==> src/rtl/booth_sequencer_pkg.sv <==
// Shared types and constants for the Booth multiplier sequencer.
package booth_sequencer_pkg;

    // Operand and product widths of the attached Booth multiplier.
    localparam int OP_W   = 8;
    localparam int PROD_W = 16;

    // Default RUN-state budget; legal overrides are 9..15, so a 4-bit
    // wait counter always covers the full range.
    localparam int TIMEOUT_DEFAULT = 12;
    localparam int WAIT_W          = 4;

    typedef enum logic [1:0] {
        ST_IDLE = 2'd0,
        ST_LOAD = 2'd1,
        ST_RUN  = 2'd2,
        ST_HOLD = 2'd3
    } seq_state_t;

endpackage

==> src/rtl/booth_sequencer.sv <==
// Sequencer driving an external Booth multiplier: accepts an operand pair,
// pulses start, waits for the result with a timeout, then holds the product
// until the consumer takes it.
//
//   state | meaning
//   ------+------------------------------------------------------------
//   IDLE  | ready for an operand pair
//   LOAD  | one-cycle start pulse to the multiplier, validity ignored
//   RUN   | waiting for validity to drop; aborts with err after TIMEOUT
//   HOLD  | product presented until out_ready; can accept next pair
module booth_sequencer
    import booth_sequencer_pkg::*;
#(
    parameter int TIMEOUT = TIMEOUT_DEFAULT
) (
    input  logic              clock,
    input  logic              reset,
    input  logic              in_valid,
    output logic              in_ready,
    input  logic [OP_W-1:0]   in_a,
    input  logic [OP_W-1:0]   in_b,
    output logic              out_valid,
    input  logic              out_ready,
    output logic [PROD_W-1:0] out_product,
    output logic              err,
    output logic [7:0]        ops_done,
    output logic [OP_W-1:0]   mul_num1,
    output logic [OP_W-1:0]   mul_num2,
    output logic              mul_start,
    input  logic [PROD_W-1:0] mul_result,
    input  logic              mul_validity
);

    // Value of the wait counter during the TIMEOUT-th RUN cycle.
    localparam logic [WAIT_W-1:0] WAIT_LAST = WAIT_W'(TIMEOUT - 1);

    seq_state_t        state;
    logic [WAIT_W-1:0] wait_cnt;
    logic              accept;

    // in_ready is the only combinational output so HOLD can hand over and
    // take a new pair on the same edge.
    assign in_ready = (state == ST_IDLE) || ((state == ST_HOLD) && out_ready);
    assign accept   = in_valid && in_ready;

    // Sequencer FSM with all registered outputs.
    always_ff @(posedge clock or posedge reset) begin
        if (reset) begin
            state       <= ST_IDLE;
            wait_cnt    <= '0;
            out_valid   <= 1'b0;
            out_product <= '0;
            err         <= 1'b0;
            ops_done    <= '0;
            mul_num1    <= '0;
            mul_num2    <= '0;
            mul_start   <= 1'b0;
        end else begin
            case (state)
                ST_IDLE: begin
                    if (accept) begin
                        mul_num1  <= in_a;
                        mul_num2  <= in_b;
                        mul_start <= 1'b1;
                        state     <= ST_LOAD;
                    end
                end

                ST_LOAD: begin
                    mul_start <= 1'b0;
                    wait_cnt  <= '0;
                    state     <= ST_RUN;
                end

                ST_RUN: begin
                    if (!mul_validity) begin
                        out_product <= mul_result;
                        out_valid   <= 1'b1;
                        state       <= ST_HOLD;
                    end else if (wait_cnt == WAIT_LAST) begin
                        err   <= 1'b1;
                        state <= ST_IDLE;
                    end else begin
                        wait_cnt <= wait_cnt + WAIT_W'(1);
                    end
                end

                ST_HOLD: begin
                    if (out_ready) begin
                        out_valid <= 1'b0;
                        ops_done  <= ops_done + 8'd1;
                        if (in_valid) begin
                            mul_num1  <= in_a;
                            mul_num2  <= in_b;
                            mul_start <= 1'b1;
                            state     <= ST_LOAD;
                        end else begin
                            state <= ST_IDLE;
                        end
                    end
                end

                default: begin
                    state     <= ST_IDLE;
                    mul_start <= 1'b0;
                    out_valid <= 1'b0;
                end
            endcase
        end
    end

endmodule
==> config.mk <==
export PLATFORM = sky130hd
export DESIGN_NAME = booth_sequencer
export DESIGN_NICKNAME = d
export VERILOG_FILES = /design/src/rtl/booth_sequencer_pkg.sv /design/src/rtl/booth_sequencer.sv
export SDC_FILE = /design/constraint.sdc
export NUM_CORES = 1
export LEC_CHECK = 0
export ABC_AREA = 1
export BUFFER_PORTS_ARGS = -buffer_cell sky130_fd_sc_hd__buf_2
export CAP_MARGIN = 20
export CORE_ASPECT_RATIO = 1.5
export CORE_MARGIN = 5
export CORE_UTILIZATION = 25
export DETAILED_ROUTE_END_ITERATION = 10
export MAX_ROUTING_LAYER = met4
export PLACE_DENSITY = 0.43
export SLEW_MARGIN = 10
export SYNTH_ARGS = -nofsm -noshare
export SYNTH_HDL_FRONTEND = slang
export SYNTH_SLANG_ARGS = --single-unit
export TNS_END_PERCENT = 1
==> constraint.sdc <==
create_clock -name clock -period 2.32 [get_ports clock]
set_clock_uncertainty 0.15 [all_clocks]
set_input_delay 0.116 -clock clock [delete_from_list [all_inputs] [get_ports clock]]
set_output_delay 0.116 -clock clock [all_outputs]
set_load 0.01 [all_outputs]
Word level (Yosys, flattened, before mapping)
Cells that the tools add are included.
Word-level totals
  register bits: 49
  output and inout bits: 44
  logic and storage cells: 63
Cells by class
  add/subtract/negate cells: 2
  equality and inequality tests: 11
  multiplexer cells: 24
  bitwise logic cells: 1
  reduce and logical (&&, ||, !) cells: 16
Operators by type and width (count)
  two-way mux 8 bit: 6
  case mux 8 bit (2 select lines): 2
  != test 2 bit, second input constant: 6
  AND reduction 3 bit: 4
  adder 8 x 1 -> 8 bit, second input constant: 1
  two-way mux 2 bit: 4
  two-way mux 4 bit: 2
  case mux 2 bit (4 select lines): 1
  case mux 4 bit (2 select lines): 1
  AND reduction 4 bit: 2
  two-way mux 1 bit: 6
  nonzero test 2 bit: 3
  adder 4 x 1 -> 4 bit, second input constant: 1
  equality test 2 bit, second input constant: 2
  equality test 4 bit, second input constant: 1
  AND reduction 2 bit: 2
  != test 3 bit, second input constant: 1
  case mux 1 bit (3 select lines): 1
  nonzero test 3 bit: 1
  equality test 2 x 1 -> 1 bit, second input constant: 1
  logical AND 1 bit: 2
  logical NOT 2 bit: 1
  case mux 1 bit (2 select lines): 1
  logical OR 1 bit: 1
  inverter 1 bit: 1

Longest topological paths before layout
  depth after elaboration: 6
  gate-level depth with buffers: 8

Least setup slack after synthesis
OpenSTA, ideal clock, no wires.
  kind: register to register
  from: register state[0]
  to: register mul_num1[0]
  data arrival time: 1076 ps
  required time: 2053 ps
  setup slack: 978 ps
  cell stages (with the launch flop): 7
  path buffers: 2
  cell sequence: dfrtp_1 buf_6 o21ai_4 nand2_4 buf_6 nand2_1 nand2_1
Between the ends
  longest elaborated chain between the ends: 6
  elaborated cells on any way between the ends: 11
Ends and longest elaborated chain
  from (decl): line booth_sequencer.sv:37  | seq_state_t state;
  from (signal assigned): line booth_sequencer.sv:49  | state <= ST_IDLE;
  from (signal assigned): line booth_sequencer.sv:65  | state <= ST_LOAD;
  from (signal assigned): line booth_sequencer.sv:72  | state <= ST_RUN;
  equality test 2 bit: line booth_sequencer.sv:43, booth_sequencer.sv:59
  logical AND 1 bit: line booth_sequencer.sv:43  | assign in_ready = (state == ST_IDLE) || ((state == ST_HOLD) && out_ready);
  logical OR 1 bit: line booth_sequencer.sv:43
  logical AND 1 bit: line booth_sequencer.sv:44  | assign accept = in_valid && in_ready;
  != test 2 bit (no line)
  AND reduction 4 bit (no line)
  to (signal assigned): line booth_sequencer.sv:62  | mul_num1 <= in_a;
  to (signal assigned): line booth_sequencer.sv:93  | mul_num1 <= in_a;
  to (decl): line booth_sequencer.sv:27  | output logic [OP_W-1:0] mul_num1,
Parallel ways exist; a longest one is shown, timed or not.
A chain may end at the register's enable or synchronous reset.

Worst setup path in the final report
  from: register state[0]
  to: output port in_ready
Between the ends
  longest elaborated chain between the ends: 3
  elaborated cells on any way between the ends: 4
Ends and longest elaborated chain
  equality test 2 bit: line booth_sequencer.sv:43
  logical AND 1 bit: line booth_sequencer.sv:43
  logical OR 1 bit *: line booth_sequencer.sv:43
  to (decl): line booth_sequencer.sv:19  | output logic in_ready,
Every way passes the cells marked *; elsewhere a longest branch is shown, timed or not.

==> flow_summary.ini <==
[outcome]
status = completed

[setup_path]
r2r_cells = 5
cp-endpoint = in_ready
crit_fanout = 17
r2r_slack_ns = 0.70
reg2reg_to = mul_num1[4]
critPathLaunch = state[0]
path_delay_family = flip-flops
cp.arrival_ns = 1.67
r2r-start = state[0]
worst-path-buf-inv = 2
cp.depth = 4
required_ns = 2.05
slowest_delay_ns = 0.64
cp-start-kind = flip-flop
cp_slowest_cell = dfrtp_1
end_kind = output pin
path_cells = nand3_4, o21ai_4, buf_4, buf_2
criticalPathCategory = flip-flop to output pin

[synth]
synth_xor_area_share_pct = 1.58
synth_compound_area_share_pct = 2.20
syn-cell-area_um2 = 2220
synth_nets = 297
yosys_warnings = 0
muxShareOfSynthArea_pct = 0
synth_cell_types = 24
post_synth_fa_ha_maj_area_fraction_pct = 1.13
synth_top_family_by_area = simple AND/OR/NAND/NOR gates
synth_cells = 258
yosysSeqAreaShare_pct = 55.3
synth-seq-cells = 49
synthSimpleGateAreaFrac_pct = 34.4
syn_avg_cell_area_um2 = 8.59

[drt]
dr_total_vias = 2043
first_pass_iters = 4
drt_wl_total_mm = 6.04
postRouteAntennaNets = 0
drt_iter0_drc = 112
wl_per_cell_um = 12.5
drc = 0
viasPerCell = 4.23

[global_routing]
grt_use_met2_pct = 19.8
antenna_found_initial = 0
grt.busiest_layer = met2
overflow = 0
grt_pass1_wl_mm = 10.1
grt_pass1_vias = 2091
gr-usage-met1_pct = 14.0
grt_max_degree = 50
grt_usage_pct = 12.0
grtUsageMet3_pct = 2.24

[floorplan]
die_w_um = 86.9
start_util_pct = 25.3
die_area_um2 = 10900
ios = 81
core_um2 = 8780
die_h_um = 125
num_rows = 42

[finish]
layout_commonest_cell = nand2_1
layout_common_cells = nand2_1 (106), buf_2 (80), dfrtp_1 (49), nand3_1 (45), dlygate4sd3_1 (34)
antenna_cells = 0
fin_nets = 411
area_growth_pct = 43.8
finalInstanceArea_um2 = 3190
nFillCells = 920
drive_above_1_share_pct = 27.1

[clock_network]
ctsHoldBuffers = 34
cts_buffer_depth = 2
cts_resized = 0
cts_made_buffers = 5
cts_tree = done
clk_pin_slew_ns = 0.07
clock_latency_ns = 0.29
cts_root_buf = clkbuf_16
numClockSinks = 49
cts_max_level = 2
post_cts_buffers = 0

[run]
drv_cap = 0

[sta]
whs_ns = 0.0524
setup_violations = 0
worst_pin_slew_ns = 0.649
period_needed_ns = 1.94
maxSlewHeadroom_pct = 56.7
fin_crit_sh_pct = 83.4
max_freq_ghz = 0.517
tns_ns = 0
rsz0062_at_grt = no
drv_slew = 0
hold_viol_final = 0

[place]
dp_hpwl_mm = 4.08
numPortBuffers = 80
gp_congestion = 0.711
post_dp_cell_area_um2 = 2710

[power_and_ir_drop]
p_leak_nw = 1.73
vdd_drop_max_mv = 0.379
powerDensity_nw_per_um2 = 1150

[hold_path]
min_path_type = input pin to flip-flop
## worst min-delay path: cells and delay by family
kind	cells	cell delay [ns]
and+or+nand+nor	1	0.13
buffers and inverters	1	0.13
xor gates and xnor gates	1	0.08
## worst min path at each step
stage,start,endpoint,slack [ns],cells after the start
2_1_floorplan,in_a[0],mul_num1[0],0.11,2
3_3_place_gp,reset,mul_num1[5],0.19,3
3_5_place_dp,reset,out_product[0],0.20,3
4_1_cts,out_ready,ops_done[0],0.05,3
5_1_grt,out_ready,ops_done[0],0.06,3
6_report,out_ready,ops_done[0],0.05,3
## power by group
group,switching [mW],internal [mW]
combinational,0.862,0.572
sequential,0.284,1.21
clock,0.333,0.396
## synthesized netlist by cell type
library cell  instances  area [µm²]
a21oi_1               1        5.00
buf_1                 1        3.75
buf_2                 3        15.0
buf_4                 3        22.5
buf_6                 2        22.5
dfrtp_1              49        1230
ha_1                  2        25.0
inv_1                13        48.8
inv_2                 2        7.51
nand2_1             106         398
nand2_2               2        12.5
nand2_4               2        22.5
nand3_1              45         225
nand3_4               1        17.5
nand4_1               1        6.26
nor2_1               13        48.8
nor2_4                1        11.3
nor2_8                1        20.0
o21ai_0               2        10.0
o21ai_1               2        10.0
o21ai_4               1        16.3
o21bai_1              1        7.51
xnor2_1               3        26.3
xor2_1                1        8.76
## layer usage
metal / share of wire (%) / wire length, µm / vias to the layer above
li1: - / - / 1039
met1: 43 / 2610 / 942
met2: 50 / 3040 / 54
met3: 4.4 / 264 / 8
met4: 2.0 / 123 / 0
met5: 0 / 0 / -
## flip-flops by register name, indices dropped and copies added, names as in the netlist
| signal | count |
|---|---|
| out_valid | 1 |
| mul_num1 | 8 |
| mul_start | 1 |
| ops_done | 8 |
| out_product | 16 |
| state | 2 |
| wait_cnt | 4 |
| err | 1 |
| mul_num2 | 8 |
## final cells by class
type / instances / area [µm²] / area share [%]
clock buffers: 5 / 125 / 3.92
clock inverters: 3 / 17.5 / 0.549
inverters: 15 / 56.3 / 1.77
multi-input cells: 185 / 871 / 27.3
flip-flops and latches: 49 / 1230 / 38.4
well taps: 110 / 138 / 4.32
repair buffers: 116 / 756 / 23.7
## cells by family (layout without fill, tap and decap cells)
family,count (synthesis),in the layout
DFF,49,49
and+or+nand+nor,172,172
AOI/OAI and AO/OA,7,7
adders and majority gates,2,2
xor gates and xnor gates,4,4
buffers and inverters,24,139
## metrics by stage
stage	cells	setup WS, ns	power (mW)	utilization [%]
6_report	483	0.384	3.65	36.3
5_1_grt	483	0.290	3.96	36.3
4_1_cts	483	0.354	3.73	36.3
3_5_place_dp	441	0.691	2.94	30.8
3_3_place_gp	441	0.724	2.93	30.8
2_1_floorplan	258	0.881	2.40	-
Power figures use the tool's default switching activity.
